**config.mk**
```make
export PLATFORM = sky130hd
export DESIGN_NAME = sincos_interp_unit
export DESIGN_NICKNAME = d
export VERILOG_FILES = /design/src/rtl/sincos_interp_unit.sv
export SDC_FILE = /design/constraint.sdc
export NUM_CORES = 1
export LEC_CHECK = 0
export BUFFER_PORTS_ARGS = -buffer_cell sky130_fd_sc_hd__buf_4
export CORE_MARGIN = 1
export CORE_UTILIZATION = 41
export DETAILED_ROUTE_END_ITERATION = 6
export PLACE_DENSITY = 0.66
export SETUP_SLACK_MARGIN = 0.15
export SYNTH_ARGS = -nofsm -noshare
export SYNTH_HDL_FRONTEND = slang
export SYNTH_SLANG_ARGS = --single-unit
```
**constraint.sdc**
```tcl
create_clock -name clk -period 11.94 [get_ports clk]
set_clock_uncertainty 0.2 [all_clocks]
set_input_delay 0.597 -clock clk [delete_from_list [all_inputs] [get_ports clk]]
set_output_delay 0.597 -clock clk [all_outputs]
set_load 0.03 [all_outputs]
```
**src/rtl/sincos_interp_unit.sv**
```systemverilog
// rtl/sincos_interp_unit.sv - linear-interpolating sin/cos lookup around a synchronous ROM
// Optional macro SINCOS_INTERP_ROUND_EN: round-half-up instead of floor on the fraction product.
module sincos_interp_unit #(
  parameter int DATA_W = 16,
  parameter int IDX_W  = 10,
  parameter int FRAC_W = 6
) (
  input  logic                            clk,
  input  logic                            reset,
  input  logic                            in_valid,
  output logic                            in_ready,
  input  logic [IDX_W+FRAC_W-1:0]         sin_phase,
  input  logic [IDX_W+FRAC_W-1:0]         cos_phase,
  output logic [IDX_W-1:0]                rom_sin_addr_a,
  output logic [IDX_W-1:0]                rom_sin_addr_b,
  output logic [IDX_W-1:0]                rom_cos_addr_a,
  output logic [IDX_W-1:0]                rom_cos_addr_b,
  input  logic signed [DATA_W-1:0]        rom_sin_data_a,
  input  logic signed [DATA_W-1:0]        rom_sin_data_b,
  input  logic signed [DATA_W-1:0]        rom_cos_data_a,
  input  logic signed [DATA_W-1:0]        rom_cos_data_b,
  output logic                            out_valid,
  input  logic                            out_ready,
  output logic signed [DATA_W-1:0]        out_sin,
  output logic signed [DATA_W-1:0]        out_cos
);

  localparam int PH_W   = IDX_W + FRAC_W;
  localparam int PROD_W = DATA_W + FRAC_W + 2;

  typedef enum logic [1:0] {IDLE, FETCH, CALC, OUT} state_t;

  state_t            state;
  logic [PH_W-1:0]   sin_ph_q;
  logic [PH_W-1:0]   cos_ph_q;
  logic signed [DATA_W-1:0] calc_sin;
  logic signed [DATA_W-1:0] calc_cos;

`ifdef SINCOS_INTERP_ROUND_EN
  localparam logic signed [PROD_W-1:0] ROUND_BIAS = PROD_W'(1) <<< (FRAC_W - 1);
`endif

  // The product never exceeds |delta| * 2^FRAC_W, so the truncated sum stays between a and b.
  function automatic logic signed [DATA_W-1:0] interp(
    input logic signed [DATA_W-1:0] a,
    input logic signed [DATA_W-1:0] b,
    input logic [FRAC_W-1:0]        frac
  );
    logic signed [DATA_W:0]   delta;
    logic signed [PROD_W-1:0] prod;
    logic signed [PROD_W-1:0] shifted;
    delta = $signed({b[DATA_W-1], b}) - $signed({a[DATA_W-1], a});
    prod  = $signed({{(FRAC_W+1){delta[DATA_W]}}, delta}) *
            $signed({{(DATA_W+1){1'b0}}, frac});
`ifdef SINCOS_INTERP_ROUND_EN
    prod = prod + ROUND_BIAS;
`endif
    shifted = prod >>> FRAC_W;
    return DATA_W'(shifted + PROD_W'(a));
  endfunction

  assign rom_sin_addr_a = sin_ph_q[PH_W-1:FRAC_W];
  assign rom_sin_addr_b = sin_ph_q[PH_W-1:FRAC_W] + IDX_W'(1);
  assign rom_cos_addr_a = cos_ph_q[PH_W-1:FRAC_W];
  assign rom_cos_addr_b = cos_ph_q[PH_W-1:FRAC_W] + IDX_W'(1);

  always_comb begin
    calc_sin = interp(rom_sin_data_a, rom_sin_data_b, sin_ph_q[FRAC_W-1:0]);
    calc_cos = interp(rom_cos_data_a, rom_cos_data_b, cos_ph_q[FRAC_W-1:0]);
  end

  always_ff @(posedge clk) begin
    if (reset) begin
      state     <= IDLE;
      in_ready  <= 1'b1;
      out_valid <= 1'b0;
      out_sin   <= '0;
      out_cos   <= '0;
      sin_ph_q  <= '0;
      cos_ph_q  <= '0;
    end else begin
      case (state)
        IDLE: begin
          if (in_valid) begin
            sin_ph_q <= sin_phase;
            cos_ph_q <= cos_phase;
            in_ready <= 1'b0;
            state    <= FETCH;
          end
        end
        FETCH: state <= CALC;
        CALC: begin
          out_sin   <= calc_sin;
          out_cos   <= calc_cos;
          out_valid <= 1'b1;
          state     <= OUT;
        end
        OUT: begin
          if (out_ready) begin
            out_valid <= 1'b0;
            in_ready  <= 1'b1;
            state     <= IDLE;
          end
        end
        default: begin
          out_valid <= 1'b0;
          in_ready  <= 1'b1;
          state     <= IDLE;
        end
      endcase
    end
  end

endmodule

```
-- Word level (Yosys, flattened, before mapping)
Cells that the tools add are included.
- $add $sub $neg: 6
- $mul: 2
- equal/unequal tests: 5
- multiplexer cells: 8
- reductions and logical operators: 7
- operator list (operator ; count):
    multiplier 17 x 7 -> 22 bit ; 2
    subtractor 16 x 16 -> 17 bit ; 2
    adder 16 bit ; 2
    adder 10 x 1 -> 10 bit (second input constant) ; 2
    one-hot mux 2 bit (4 select lines) ; 1
    AND reduction 2 bit ; 3
    == test 2 bit (second input constant) ; 2
    2-to-1 mux 2 bit ; 2
    != test 2 bit (second input constant) ; 2
    one-hot mux 1 bit (2 select lines) ; 2
    nonzero test 2 bit ; 2
    2-to-1 mux 1 bit ; 3
    AND reduction 3 bit ; 1
    == test 2 x 1 -> 1 bit (second input constant) ; 1
    logical NOT 2 bit ; 1
- flip-flop bits (word level): 68
- output and inout port bits: 74
- word-level logic and storage cells: 35

-- Logic depth before layout (Yosys ltp)
- depth in word-level cells: 3
- depth in mapped cells: 36
- mapped depth without buffers: 36

-- Worst setup path before layout
Ideal clock, no wire load.
- path kind: input port to flip-flop
- from: input port rom_sin_data_a[1]
- to: register out_sin[15]
- library setup time: 0.079 ns
- arrival time: 8.048 ns
- path slack: 3.613 ns
- stages: 36
- cell sequence: inv_1 ha_1 nor2b_1 o21ai_0 a21boi_0 o21ai_0 a21oi_1 or3_1 a31oi_1 xnor2_1 and2_1 fa_1 fa_1 fa_1 inv_1 fa_1 inv_1 ha_1 and4_2 a31oi_1 a21boi_0 o21ai_0 a21boi_1 o21a_1 nor2_1 xnor2_1 ha_1 or3_1 or3_1 a21oi_1 nor3_1 o41ai_2 o21bai_1 a21oi_1 xnor3_1 a211oi_2
- cells in the longest elaborated chain, start to end: 3
- ends and longest elaborated chain (element ; RTL line ; RTL):
    start, declared ; 18 ; input logic signed [DATA_W-1:0] rom_sin_data_a,
    subtractor 16 x 16 -> 17 bit ; 52 ; delta = $signed({b[DATA_W-1], b}) - $signed({a[DATA_W-1], a});
    multiplier 17 x 7 -> 22 bit ; 53 ; prod = $signed({{(FRAC_W+1){delta[DATA_W]}}, delta}) *
    adder 16 bit * ; 59 ; return DATA_W'(shifted + PROD_W'(a));
    end signal, assigned ; 93 ; out_sin <= calc_sin;
    end, declared ; 24 ; output logic signed [DATA_W-1:0] out_sin,
Mark *: on every way between the ends. The rest lies on a longest branch, timed or not.
A chain may end at the register's enable or synchronous reset.

-- Worst setup path after layout
Ends and elaborated chain as after synthesis.

==> flow_summary.ini <==
[sta]
maxSlewViolCount = 0
setup_viol = 0
maxSlewHeadroom_pct = 25.9
setup_tns_ns = 0
grt_setup_unrepaired = no
timing.final.crit_share_pct = 76.3
holdWs_ns = 0.284
layout_min_cycle_time_ns = 9.11
hold_viol = 0
max_freq_mhz = 110
tightestPinTransition_ns = 1.11

[synth]
synth_seq_cells = 68
ys_seq_area_share_pct = 11.0
yosysWarningCount = 0
synth_area_um2 = 12400
synth_fp_nets = 1885
synth_flop_cell = dfxtp_1
syn_avg_cell_area_um2 = 8.26
ys_types = 66
synth_top_area_share_pct = 21.7
ys_top_cells_by_area = fa_1, ha_1, dfxtp_1
netlist_instances = 1500
ys_async_sr_fraction_pct = 0
yosys.area.top_type = fa_1
synth_edf_count = 0

[power_and_ir_drop]
switching_share_pct = 51.8
intPower_mw = 1.37
p_clk_share_pct = 9.8
p_per_area_nw_per_um2 = 202
p_comb_share_pct = 76.6
vdd_drop_max_mv = 0.129
power.leakage_nw = 7.32
seq_power_share_pct = 13.6
p_switching_mw = 1.48
total_power_mw = 2.85

[critical_path]
slowest_delay_ns = 0.55
slowest_stage = fa_1
reg2reg_from = sin_ph_q[3]
endpoint = out_sin[15]
timing.critical_path.mode_cell = fa_1
cp.arrival_ns = 9.18
required_ns = 12.01
reg2reg_slack_ns = 4.33
critPathLaunchType = input port
timing.rr.end = out_sin[15]
cp-end-kind = flop
timing.critical_path.buf_inv = 4
crit_family = compound AO/OA/AOI/OAI gates
path_class = in2reg
crit_cells = 37
rr_worst_depth = 28
crit_fanout = 6
crit_path_start = rom_sin_data_a[1]

[grt]
grt_pass1_vias = 10146
grt_antenna_before_repair = 0
grt_start_max_net_pins = 71
grt_pass1_wl_um = 50500
grt_usage_pct = 20.2
overflow = 0

[floorplan]
ioPinCount = 174
dieWidth_um = 176
start_util_pct = 41.7
die_h_um = 176
rows = 63
die_area_um2 = 30900
core-area_um2 = 29700

[cells_and_area]
drive_above_1_share_pct = 12.9
finalNetCount = 2007
n_antenna_cell = 0
area_growth_pct = 14.1
post-route-util_pct = 47.6
final_cell_count_no_fill = 2017
fillers = 2936

[clock_network]
cts_hold_buf = 0
root_buffer = clkbuf_16
cts_sinks = 68
ctsHtreeMaxLevel = 3
path_clk_slew_ns = 0.07
clkLatencyLatePin_ns = 0.36
cts_made_buffers = 9
cts_tree = built
cts_resized = 0
cts_setup_buffers = 0
cts_buffer_depth = 2

[hold_path]
hold_path.class = in2reg

[placement]
gp_congestion = 0.857
placedCellCount = 2001
dpl.hpwl_um = 24800
io_buffers = 173

[run_status]
run_status = complete, no violations

[drt]
wl_per_cell_um = 15.1
drc = 0
drtAntennaViolNets = 0
vias = 10151
via_per_inst = 5.03
drt_wl_total_um = 30500
drt_iter0_markers = 413
firstDrtPassIters = 5

[job]
max-cap-violations = 0
[cell usage after synthesis, types with 21 or more instances]
master	number
xor2_1	22
nor2b_1	34
a21oi_1	78
ha_1	151
clkbuf_1	36
nor3_1	21
a21o_1	23
buf_4	21
and2_1	127
o21ai_0	32
xnor2_1	71
nand2_1	146
fa_1	134
inv_1	215
mux2i_1	38
dfxtp_1	68
nor2_1	93
nand2b_1	26
[final cells by class]
class / count / area [um^2] / area share [%]
tap: 390 / 488 / 3.45
multi-input combinational: 1153 / 9880 / 69.9
clock inverter: 6 / 46.3 / 0.328
timing repair buffer: 175 / 1310 / 9.29
inverter: 215 / 807 / 5.71
sequential: 68 / 1360 / 9.63
clock buffer: 10 / 239 / 1.69
[state kept, by name (all words and copies together) (netlist names)]
name,flops
out_valid,1
cos_ph_q,16
out_cos,16
out_sin,16
in_ready,1
state,2
sin_ph_q,16
[metrics by stage]
step | setup WS, ns | area [um^2]
after floorplan | 3.61 | 12400
after global placement | 2.77 | 13800
after detailed placement | 2.53 | 13800
after CTS | 2.89 | 14100
after global routing | 2.29 | 14100
final | 2.83 | 14100
[worst min-delay path by stage]
| stage | endpoint | slack (ns) | start | depth (start not counted) |
|---|---|---|---|---|
| after floorplan | sin_ph_q[11] | 0.25 | sin_ph_q[11] | 2 |
| after CTS | cos_ph_q[1] | 0.27 | cos_phase[1] | 3 |
| final | cos_ph_q[1] | 0.28 | cos_phase[1] | 3 |
| after detailed placement | out_cos[11] | 0.28 | out_cos[11] | 2 |
| after global routing | cos_ph_q[0] | 0.29 | cos_phase[0] | 3 |
| after global placement | out_sin[10] | 0.27 | out_sin[10] | 2 |
[metal layers]
metal,vias to the layer above,wire length (um),GRT usage [%],share of wire (%)
li1,5090,-,-,-
met4,0,341,4.78,1.1
met3,18,752,1.58,2.5
met2,151,15100,35.4,50
met1,4892,14300,27.0,47
met5,-,0,0,0
[power groups by stage]
stage / clock network (mW) / registers [mW] / logic (mW)
after floorplan: 0 / 0.431 / 1.60
after global placement: 0 / 0.392 / 2.16
after detailed placement: 0 / 0.393 / 2.19
after CTS: 0.290 / 0.389 / 2.21
after global routing: 0.298 / 0.401 / 2.46
final: 0.280 / 0.388 / 2.18
[layout by cell type, fill, tap and decap left out, drive strengths merged, types with 10 or more instances in the layout]
cell type  instances
a31oi             10
ha               151
o21a              20
fa               134
nor3              21
and2             127
nand2            146
xor2              22
nand3             20
nor2              93
o21ai             36
inv              217
clkbuf            10
nand2b            26
nor2b             34
mux2i             38
xnor2             72
a21o              26
buf              175
a21oi             78
dfxtp             68
a211oi            11
[kinds of logic (layout without fill, tap and decap cells)]
group           after synthesis  count (layout)  share of synthesized area [%]
flops                        68              68                           11.0
buf+inv                     279             406                           9.25
fa+ha+maj                   285             285                           36.9
xor+xnor                     97              97                           7.26
simple gates                510             510                           20.9
mux                          40              40                           3.25
compound gates              221             221                           11.5
[worst register-to-register path, delay by kind of cell (launching register included)]
kind            cells  cell delay (ns)
simple gates        6             1.33
fa+ha+maj           6             2.49
buf+inv             3             0.14
flops               1             0.78
xor+xnor            2             0.33
compound gates     11             2.27
Note: power is estimated with default switching activity, not from simulation.
